--- config.mk ---
export PLATFORM = sky130hd
export DESIGN_NAME = command_decoder
export DESIGN_NICKNAME = d
export VERILOG_FILES = /design/src/rtl/command_decoder.sv
export SDC_FILE = /design/constraint.sdc
export NUM_CORES = 1
export LEC_CHECK = 0
export BUFFER_PORTS_ARGS = -buffer_cell sky130_fd_sc_hd__buf_4
export CAP_MARGIN = 10
export CORE_AREA = 2 2 88 90
export DETAILED_ROUTE_END_ITERATION = 7
export DIE_AREA = 0 0 90 92
export PLACE_DENSITY_LB_ADDON = 0.15
export SYNTH_ARGS = -nofsm -noshare
export SYNTH_HDL_FRONTEND = slang
export SYNTH_SLANG_ARGS = --single-unit
--- constraint.sdc ---
create_clock -name clock_in -period 2.4 [get_ports clock_in]
set_clock_uncertainty 0.15 [all_clocks]
set_input_delay 0.6 -clock clock_in [delete_from_list [all_inputs] [get_ports clock_in]]
set_output_delay 0.6 -clock clock_in [all_outputs]
set_load 0.05 [all_outputs]
--- src/rtl/command_decoder.sv ---
// Frames the SPI byte stream into op-code / operand strobes for the graphics block.
// The first byte of each select window is the op code; later bytes are counted operands.
module command_decoder #(
  parameter int MIN_GAP_CYCLES    = 1,
  parameter int MAX_OPERAND_COUNT = 65535
) (
  input  logic        clock_in,
  input  logic        reset_n_in,
  input  logic        spi_select_in,
  input  logic [7:0]  byte_in,
  input  logic        byte_ready_in,
  output logic [7:0]  op_code_out,
  output logic        op_code_valid_out,
  output logic [7:0]  operand_out,
  output logic        operand_valid_out,
  output logic [31:0] operand_count_out,
  output logic        overflow_out
);

  localparam logic [31:0] GAP_LAST  = 32'(MIN_GAP_CYCLES - 1);
  localparam logic [31:0] MAX_COUNT = 32'(MAX_OPERAND_COUNT);

  typedef enum logic [2:0] {
    IDLE_WAIT_LOW,
    IDLE,
    WAIT_OPCODE,
    OPERANDS,
    GAP
  } state_t;

  state_t      state_reg, state_next;
  logic        byte_ready_prev_reg;
  logic [31:0] gap_count_reg, gap_count_next;
  logic [7:0]  op_code_reg, op_code_next;
  logic        op_code_valid_reg, op_code_valid_next;
  logic [7:0]  operand_reg, operand_next;
  logic        operand_valid_reg, operand_valid_next;
  logic [31:0] operand_count_reg, operand_count_next;
  logic        overflow_reg, overflow_next;

  logic byte_event;
  logic gap_done;

  assign byte_event = byte_ready_in & ~byte_ready_prev_reg & spi_select_in;
  assign gap_done   = (gap_count_reg == GAP_LAST);

  always_ff @(posedge clock_in) begin
    if (!reset_n_in) begin
      state_reg           <= IDLE_WAIT_LOW;
      byte_ready_prev_reg <= 1'b0;
      gap_count_reg       <= '0;
      op_code_reg         <= '0;
      op_code_valid_reg   <= 1'b0;
      operand_reg         <= '0;
      operand_valid_reg   <= 1'b0;
      operand_count_reg   <= '0;
      overflow_reg        <= 1'b0;
    end else begin
      state_reg           <= state_next;
      byte_ready_prev_reg <= byte_ready_in;
      gap_count_reg       <= gap_count_next;
      op_code_reg         <= op_code_next;
      op_code_valid_reg   <= op_code_valid_next;
      operand_reg         <= operand_next;
      operand_valid_reg   <= operand_valid_next;
      operand_count_reg   <= operand_count_next;
      overflow_reg        <= overflow_next;
    end
  end

  // Select falling always wins over a simultaneous byte event.
  always_comb begin
    state_next = state_reg;
    case (state_reg)
      IDLE_WAIT_LOW: if (!spi_select_in) state_next = IDLE;
      IDLE:          if (spi_select_in) state_next = WAIT_OPCODE;
      WAIT_OPCODE: begin
        if (!spi_select_in)  state_next = GAP;
        else if (byte_event) state_next = OPERANDS;
      end
      OPERANDS:      if (!spi_select_in) state_next = GAP;
      GAP:           if (gap_done) state_next = spi_select_in ? WAIT_OPCODE : IDLE;
      default:       state_next = IDLE_WAIT_LOW;
    endcase
  end

  always_comb begin
    gap_count_next     = gap_count_reg;
    op_code_next       = op_code_reg;
    op_code_valid_next = op_code_valid_reg;
    operand_next       = operand_reg;
    operand_valid_next = 1'b0;
    operand_count_next = operand_count_reg;
    overflow_next      = overflow_reg;
    case (state_reg)
      WAIT_OPCODE, OPERANDS: begin
        if (!spi_select_in) begin
          op_code_valid_next = 1'b0;
          operand_count_next = '0;
          gap_count_next     = '0;
        end else if (byte_event) begin
          if (state_reg == WAIT_OPCODE) begin
            op_code_next       = byte_in;
            op_code_valid_next = 1'b1;
            operand_count_next = '0;
            overflow_next      = 1'b0;
          end else if (operand_count_reg < MAX_COUNT) begin
            operand_next       = byte_in;
            operand_count_next = operand_count_reg + 32'd1;
            operand_valid_next = 1'b1;
          end else begin
            overflow_next = 1'b1;
          end
        end
      end
      GAP:     gap_count_next = gap_count_reg + 32'd1;
      default: ;
    endcase
  end

  assign op_code_out       = op_code_reg;
  assign op_code_valid_out = op_code_valid_reg;
  assign operand_out       = operand_reg;
  assign operand_valid_out = operand_valid_reg;
  assign operand_count_out = operand_count_reg;
  assign overflow_out      = overflow_reg;

endmodule

==> flow_metrics.py <==
metrics = {
    "routing": {
        "drt-total-wl_mm": 9.074,
        "ant_nets": 0,
        "drt-initial-drc-count": 280,
        "num_vias": 3643,
        "via_per_inst": 5.838,
        "route.detailed.drc": 0,
        "drt-pass1-iter-count": 5,
        "wl_per_cell_um": 14.54,
    },
    "timing": {
        "setup_viol": 0,
        "tightestPinTransition_ns": 0.6781,
        "fin_setup_tns_ns": 0,
        "hold_violations": 0,
        "rsz0062_at_grt": "false",
        "period_needed_ns": 2.233,
        "max_freq_mhz": 447.8,
        "min_period_over_period_pct": 93.05,
        "drv_slew": 0,
        "maxSlewHeadroom_pct": 54.32,
    },
    "clock_network": {
        "htree_levels": 3,
        "cts_inserted_buffers": 9,
        "cts.clk_slew.worst_paths_ns": 0.09,
        "cts_hold_buffers": 0,
        "cts-resized-gates": 0,
        "clkSinkCount": 87,
        "cts_root_buf": "clkbuf_8",
        "post_cts_buffers": 0,
        "clk_latency_ns": 0.36,
        "cts_tree": "done",
        "clock_path_buffers": 2,
    },
    "global_route": {
        "grt_pass1_wl_mm": 15.17,
        "grt.overflow.total": 0,
        "grt_max_degree": 36,
        "grt_antenna_before_repair": 0,
        "grt_usage_pct": 22.01,
        "grt_pass1_vias": 3236,
    },
    "synthesis": {
        "synth_cell_types": 57,
        "synth-main-ff-cell": "dfxtp_1",
        "synth_area_leaders": "dfxtp_1 45%, a21oi_1 4.9%, nand4_1 4.3%",
        "yosys_warnings": 0,
        "avgSynthCellArea_sq_um": 8.770,
        "synth_top_area_share_pct": 44.63,
        "synth_edf_count": 0,
        "async_reset_ff_share_pct": 0,
        "synth_common_cells": "87 x dfxtp_1, 42 x nand2_1, 38 x a21oi_1",
        "ys_seq_area_share_pct": 44.63,
        "yosysTopAreaCell": "dfxtp_1",
        "syn-num-nets": 460,
        "yosysMostFrequentCell": "dfxtp_1",
        "netlist_area_sq_um": 3902,
        "synthCells": 445,
        "synth_seq_cells": 87,
    },
    "cells_and_area": {
        "diodes": 0,
        "nNetsFinal": 532,
        "drive_gt1_share_pct": 22.61,
        "final_area_sq_um": 4758,
        "area_growth_pct": 21.93,
    },
    "place": {
        "gp_congestion": 0.8263,
        "placed_area_sq_um": 4557,
        "dp_hpwl_mm": 6.353,
        "io_buffers": 62,
    },
    "power_and_ir_drop": {
        "p_comb_share_pct": 14.4,
        "leakage_uw": 0.001936,
        "clockPowerShare_pct": 35.1,
        "ir_worst_vdd_v": 0.0004138,
        "power.switching_uw": 841.5,
        "p_sw_share_pct": 28.35,
        "power_frac_seq_pct": 50.5,
        "p_int_uw": 2127,
        "powerDensity_nw_per_um2": 623.8,
    },
    "critical_path": {
        "required_ns": 2.51,
        "path_max_fanout": 6,
        "criticalPathCategory": "flip-flop to flip-flop",
        "r2r_cells": 5,
        "endpoint_kind": "flip-flop",
        "critPathArrivalTime_ns": 2.35,
        "start_kind": "flip-flop",
    },
    "run": {
        "maxCapViolCount": 0,
    },
    "floorplan": {
        "die_w_um": 90,
        "start_util_pct": 52.40,
        "rows": 32,
        "core-area_sq_um": 7447,
        "die_y_um": 92,
        "pin_count": 63,
        "die_area_sq_um": 8280,
    },
    "status": {
        "status": "completed",
    },
    "hold_path": {
        "hold_path_class": "input port to flip-flop",
        "worstHoldPathCells": 2,
    },
}
-- cell type report --
cell class                 instances  area (sq um)
clock inverter                     7         77.57
multi-input combinational        330          2042
sequential                        87          1742
fill                             672          2689
clock buffer                       9         123.9
timing repair buffer              83         623.1
inverter                           6         22.52
tap                              102         127.6
-- worst paths after layout --
kind,slack [ns],start,end
setup / recovery,0.17,operand_count_out[24],operand_count_out[3]
hold reg to reg,0.31,op_code_out[0],op_code_out[0]
setup reg to reg,0.17,operand_count_out[24],operand_count_out[3]
hold / removal,0.31,byte_ready_in,byte_ready_prev_reg
-- kinds of logic (layout without fill, tap and decap cells) --
kind of cell             Yosys count  after routing  share of synthesized area [%]
AND/OR/NAND/NOR                  219            219                          32.29
AO/OA/AOI/OAI                     92             92                          14.84
flip-flops                        87             87                          44.63
buffers and inverters             28            105                          3.045
multiplexers                      15             15                          4.008
adder cells (fa/ha/maj)            3              3                         0.9619
XOR/XNOR                           1              1                         0.2245
-- power groups by stage --
stage | registers, uW | clock network (uW) | logic, uW
2_1_floorplan | 1550 | 0 | 276
3_3_place_gp | 1530 | 0 | 418
3_5_place_dp | 1530 | 0 | 421
4_1_cts | 1500 | 1060 | 422
5_1_grt | 1500 | 1120 | 466
6_report | 1500 | 1040 | 429
-- per-layer routing --
metal / vias to the layer above / global-route usage [%] / share of wire, %
met3: 13 / 4.684 / 5.7
met1: 1728 / 30.81 / 47
li1: 1800 / - / -
met5: - / 0 / 0
met2: 102 / 33.15 / 45
met4: 0 / 8.974 / 1.7
-- worst max-delay path, cell delays in order, from the launching register on --
cell,delay (ns)
dfxtp_1,0.33
nor4_1,0.43
and4_1,0.35
o21ai_0,0.29
o311a_1,0.41
o21a_1,0.18
-- cell usage in the layout, fill, tap and decap left out, types with 3 or more instances in the layout --
cell type | synthesis | routed
dfxtp_1 | 87 | 87
buf_4 | 0 | 83
nand2_1 | 42 | 42
a21oi_1 | 38 | 38
nand3_1 | 28 | 28
nand4_1 | 27 | 27
nor2_1 | 26 | 26
and3_1 | 17 | 17
and2_1 | 17 | 17
o21ai_0 | 16 | 16
nor4_1 | 11 | 11
mux2i_1 | 10 | 10
or3_1 | 10 | 10
clkbuf_8 | 0 | 9
and4_1 | 8 | 8
o21a_1 | 7 | 7
or2_2 | 6 | 6
o2111ai_1 | 5 | 5
o41ai_1 | 5 | 5
inv_1 | 5 | 5
nor3_1 | 4 | 4
mux2_2 | 4 | 4
o31ai_1 | 3 | 3
nor2b_1 | 3 | 3
o211ai_1 | 3 | 3
nor4_4 | 3 | 3
ha_1 | 3 | 3
inv_6 | 0 | 3
-- metrics by stage --
step	worst slack (ns)	power (uW)	utilization, %	std cells	hold WS (ns)
global placement	0.2092	1949	61.19	608	0.2945
detailed placement	0.1634	1953	61.19	608	0.3027
floorplan	0.1199	1824	-	445	0.2930
CTS	0.1797	2985	63.89	624	0.2959
global route	0.04168	3096	63.89	624	0.3085
finish	0.1667	2968	63.89	624	0.3065
No activity file was read; power rests on OpenSTA's default activity.
